**config.mk**
```make
export PLATFORM = sky130hd
export DESIGN_NAME = inst_fetch
export DESIGN_NICKNAME = d
export VERILOG_FILES = /design/src/rtl/inst_fetch.sv
export SDC_FILE = /design/constraint.sdc
export NUM_CORES = 1
export LEC_CHECK = 0
export BUFFER_PORTS_ARGS = -buffer_cell sky130_fd_sc_hd__clkbuf_2
export CORE_UTILIZATION = 25
export CTS_CLUSTER_SIZE = 20
export DETAILED_ROUTE_END_ITERATION = 16
export GPL_ROUTABILITY_DRIVEN = 0
export PLACE_DENSITY = 0.42
export SETUP_SLACK_MARGIN = 0.02
export SYNTH_ARGS = -nofsm -noshare
export SYNTH_HDL_FRONTEND = slang
export SYNTH_SLANG_ARGS = --single-unit
```
**constraint.sdc**
```tcl
create_clock -name clk -period 3.2 [get_ports clk]
set_clock_uncertainty 0.1 [all_clocks]
set_input_delay 0.32 -clock clk [delete_from_list [all_inputs] [get_ports clk]]
set_output_delay 0.32 -clock clk [all_outputs]
set_load 0.005 [all_outputs]
```
**src/rtl/inst_fetch.sv**
```systemverilog
// ---------------------------------------------------------------------------
// inst_fetch
// Instruction fetch stage in front of the decoder. Walks the program counter
// through an 8-bit program ROM, captures an opcode byte and, for two-byte
// opcodes, the following operand byte. The assembled instruction is then
// offered to the decoder over a valid/ready handshake. Fetch stops after an
// accepted HLT until resume or a pc_load redirect.
//
// Ports
//   clk        in   1  rising-edge clock
//   rst        in   1  asynchronous active-low reset
//   rom_data   in   8  ROM read data (combinational from rom_addr)
//   rom_addr   out  8  ROM byte address, always the PC
//   rom_read   out  1  ROM read strobe
//   rom_ena    out  1  ROM enable (identical to rom_read)
//   ins_valid  out  1  instruction offered to the decoder
//   ins_ready  in   1  decoder accepts the instruction
//   opcode     out  3  opcode byte [7:5]
//   reg_sel    out  5  opcode byte [4:0]
//   operand    out  8  operand byte, 8'h00 for one-byte instructions
//   two_byte   out  1  instruction carried an operand byte
//   ins_pc     out  8  address of the opcode byte
//   halted     out  1  fetch stopped on HLT
//   resume     in   1  single-cycle pulse that leaves HALT
//   pc_load    in   1  redirect strobe, highest priority
//   pc_target  in   8  redirect address
// ---------------------------------------------------------------------------
module inst_fetch #(
    parameter logic [7:0] RESET_PC      = 8'h00,
    parameter logic [7:0] TWO_BYTE_MASK = 8'b0000_1110,
    parameter logic [2:0] HLT_OPC       = 3'b111
) (
    input  logic       clk,
    input  logic       rst,
    input  logic [7:0] rom_data,
    output logic [7:0] rom_addr,
    output logic       rom_read,
    output logic       rom_ena,
    output logic       ins_valid,
    input  logic       ins_ready,
    output logic [2:0] opcode,
    output logic [4:0] reg_sel,
    output logic [7:0] operand,
    output logic       two_byte,
    output logic [7:0] ins_pc,
    output logic       halted,
    input  logic       resume,
    input  logic       pc_load,
    input  logic [7:0] pc_target
);

    typedef enum logic [1:0] {
        S_FETCH_OP  = 2'd0,
        S_FETCH_ARG = 2'd1,
        S_ISSUE     = 2'd2,
        S_HALT      = 2'd3
    } state_t;

    state_t     r_state;
    state_t     w_state_nxt;
    logic [7:0] r_pc;
    logic [7:0] r_ir;
    logic [7:0] r_operand;
    logic       r_two_byte;
    logic [7:0] r_ins_pc;
    logic       w_rom_rd;
    logic       w_valid;
    logic       w_halted;

    // State register
    always_ff @(posedge clk or negedge rst) begin
        if (!rst) begin
            r_state <= S_FETCH_OP;
        end else begin
            r_state <= w_state_nxt;
        end
    end

    // Next state and state-decoded outputs
    always_comb begin
        w_state_nxt = r_state;
        w_rom_rd    = 1'b0;
        w_valid     = 1'b0;
        w_halted    = 1'b0;
        case (r_state)
            S_FETCH_OP: begin
                w_rom_rd = 1'b1;
                // The opcode byte is on rom_data right now, so the mask
                // decides whether an operand fetch follows.
                if (TWO_BYTE_MASK[rom_data[7:5]]) begin
                    w_state_nxt = S_FETCH_ARG;
                end else begin
                    w_state_nxt = S_ISSUE;
                end
            end
            S_FETCH_ARG: begin
                w_rom_rd    = 1'b1;
                w_state_nxt = S_ISSUE;
            end
            S_ISSUE: begin
                w_valid = 1'b1;
                if (ins_ready) begin
                    if (r_ir[7:5] == HLT_OPC) begin
                        w_state_nxt = S_HALT;
                    end else begin
                        w_state_nxt = S_FETCH_OP;
                    end
                end
            end
            S_HALT: begin
                w_halted = 1'b1;
                if (resume) begin
                    w_state_nxt = S_FETCH_OP;
                end
            end
            default: w_state_nxt = S_FETCH_OP;
        endcase
        // A redirect overrides every state and any resume; a transfer on
        // the same edge has already happened on the decoder side.
        if (pc_load) begin
            w_state_nxt = S_FETCH_OP;
        end
    end

    // PC and instruction registers
    always_ff @(posedge clk or negedge rst) begin
        if (!rst) begin
            r_pc       <= RESET_PC;
            r_ir       <= 8'h00;
            r_operand  <= 8'h00;
            r_two_byte <= 1'b0;
            r_ins_pc   <= 8'h00;
        end else if (pc_load) begin
            // Partially fetched or unaccepted instruction is dropped.
            r_pc       <= pc_target;
            r_operand  <= 8'h00;
            r_two_byte <= 1'b0;
        end else begin
            case (r_state)
                S_FETCH_OP: begin
                    r_ir       <= rom_data;
                    r_ins_pc   <= r_pc;
                    r_pc       <= r_pc + 8'd1;
                    r_two_byte <= TWO_BYTE_MASK[rom_data[7:5]];
                end
                S_FETCH_ARG: begin
                    r_operand <= rom_data;
                    r_pc      <= r_pc + 8'd1;
                end
                default: begin
                    // Every entry into FETCH_OP starts from a clean operand.
                    if (w_state_nxt == S_FETCH_OP) begin
                        r_operand  <= 8'h00;
                        r_two_byte <= 1'b0;
                    end
                end
            endcase
        end
    end

    assign rom_addr  = r_pc;
    assign rom_read  = w_rom_rd;
    assign rom_ena   = w_rom_rd;
    assign ins_valid = w_valid;
    assign halted    = w_halted;
    assign opcode    = r_ir[7:5];
    assign reg_sel   = r_ir[4:0];
    assign operand   = r_operand;
    assign two_byte  = r_two_byte;
    assign ins_pc    = r_ins_pc;

endmodule

```
==> metrics.cfg <==
[synth]
ys_types=32
netlist_area_um2=1580
async_flop_share_pct=100
synthFlopType=dfrtp_1
synth_seq_cells=35
yosysWarnings=0
synth_nets=159
syn_inst=137
ys_seq_area_share_pct=55.6
syn_avg_cell_area_um2=11.5
synth_edf_count=0

[die]
core_um2=5990
num_io_pins=58
fp.dieH_um=81.4
dieArea_um2=6630
rows=28
dieWidth_um=81.4
start_util_pct=26.3

[sta]
min_period_ns=2.07
rsz0062_at_grt=false
fmax_mhz=483
slew_headroom_pct=40.6
timing.final.crit_share_pct=64.7
final-max-slew-violation-count=0
hold_violations=0
tns_ns=0
worstMarginPinSlew_ns=0.892
setup_viol=0

[job]
cap_viol_max_count=0

[power_and_ir_drop]
power_leakage_uw=0.000964
ir_worst_vdd_v=0.000164
p_per_area_nw_per_um2=566

[worst_setup_path]
worstPathRequired_ns=3.26
path_class=reg -> reg
path_max_fanout=14
rrSetupSlack_ns=1.13
worst_r2r_path_depth=3
slowest_stage=nor3_2
cp_slowest_stage_delay_ns=0.64
start_kind=register
cp-end-kind=register
path_cells=nor3_2 > buf_4 > mux2_2
r2r-start=r_state[1]$_DFF_PN0_
r2r-end=ins_pc[0]$_DFFE_PN0P_
worstPathArrival_ns=2.14

[cts]
cts_buffers=5
clk_pin_slew_ns=0.08
cts_tree=yes
hold_buffers=0
cts_num_sinks=35
cts_setup_buffers=0
htree_num_levels=2
cts_resized=0
clk_latency_ns=0.28
clock_path_buffers=2
cts-root-buf=clkbuf_8

[placed_design]
detailed_place_hpwl_mm=2.94
place_inst=262
io_buffers=57

[layout]
num-fill-cells=612
fin_nets=216
drive_gt1_share_pct=43.6
final_cell_mix=clkbuf_2, dfrtp_1, nand2_1
fin_cells=270
layout_commonest_cell=clkbuf_2
area_delta_synth_final_pct=27.3
finish.utilization_pct=33.5
n_antenna_cell=0

[routing]
postRouteAntennaNets=0
post-route-drc-count=0
dr.pass1.iters=4
vias_per_cell=4.68
vias=1263
wire_per_inst_um=14.8
routed_wirelength_mm=3.98
first_iter_violations=63

[grt]
grt_usage_pct=12.8
gr-total-overflow=0
grt_antenna_before_repair=0
grt_pass1_wl_mm=6.18
first_global_vias=1259
grt_max_degree=36

[worst_hold_path]
hp-class=in -> async

[run_status]
status=finished clean

stage by stage:
step	total power (µW)	hold WS, ns	area [µm²]	worst slack (ns)
floorplan	704	-0.0756	1580	1.53
global placement	829	0.365	1920	1.17
detailed placement	836	0.393	1920	1.08
CTS	1150	0.0742	2010	1.09
global route	1220	0.109	2010	0.964
finish	1140	0.0406	2010	1.13
report_power, final:
part | leakage (µW) | switching, µW | total, µW | internal [µW]
clock | 0.0000402 | 164 | 315 | 151
sequential | 0.000433 | 67.0 | 580 | 513
combinational | 0.000491 | 109 | 241 | 132
total | 0.000964 | 340 | 1140 | 796
cells in the mapped netlist, types with 2 or more instances:
cell type	count	area share [%]
a31oi_1	3	1.2
nand2_1	17	4.0
inv_1	11	2.6
xor2_1	3	1.7
or4_1	2	0.95
nor2b_1	2	0.79
nand3_1	4	1.3
o32ai_1	8	4.4
o21ai_0	7	2.2
mux2_2	16	11
dfrtp_1	35	56
nand4b_1	2	1.1
buf_4	2	0.95
nor2_1	3	0.71
clkbuf_1	5	1.2
sequential cells by signal, summed over array words and instances (netlist names):
signal and cells:
ins_pc 8, r_state 2, rom_addr 8, r_ir 8
operand 8, two_byte 1
layer usage:
metal	vias up	track usage (%)	wire (µm)
met1	606	15.8	1840
li1	600	-	-
met2	50	19.8	1850
met5	-	0	0
met4	0	5.54	70
met3	7	5.00	231
logic make-up (layout without fill, tap and decap cells):
family,count (synthesis),count (layout),share of synthesized area (%)
simple gates,36,36,12.5
flops,35,35,55.6
compound gates,25,25,11.4
buf+inv,19,77,5.48
mux,17,17,12.1
xor+xnor,4,4,2.22
fa+ha+maj,1,1,0.794
area by class of cell:
type,instances,area (µm²),area share (%)
sequential,35,876,43.6
multi-input combinational,83,614,30.6
timing repair buffer,58,293,14.6
tap,75,93.8,4.68
clock buffer,5,68.8,3.43
inverter,11,41.3,2.06
clock inverter,3,20.0,0.998
worst max-delay path, delay by kind of cell, from the launching register on:
kind	cells	cell delay, ns
and+or+nand+nor	1	0.64
muxes	1	0.35
DFF	1	0.55
buffers and inverters	1	0.31
worst max path at each step:
stage,start,to,depth (start not counted)
2_1_floorplan,r_state[1]$_DFF_PN0_,r_ir[0]$_DFFE_PN0P_,3
3_3_place_gp,pc_load,r_ir[0]$_DFFE_PN0P_,4
3_5_place_dp,pc_load,ins_pc[0]$_DFFE_PN0P_,4
4_1_cts,r_state[1]$_DFF_PN0_,ins_pc[0]$_DFFE_PN0P_,3
5_1_grt,r_state[1]$_DFF_PN0_,ins_pc[0]$_DFFE_PN0P_,3
6_report,r_state[1]$_DFF_PN0_,ins_pc[0]$_DFFE_PN0P_,3
Power figures use the tool's default switching activity.
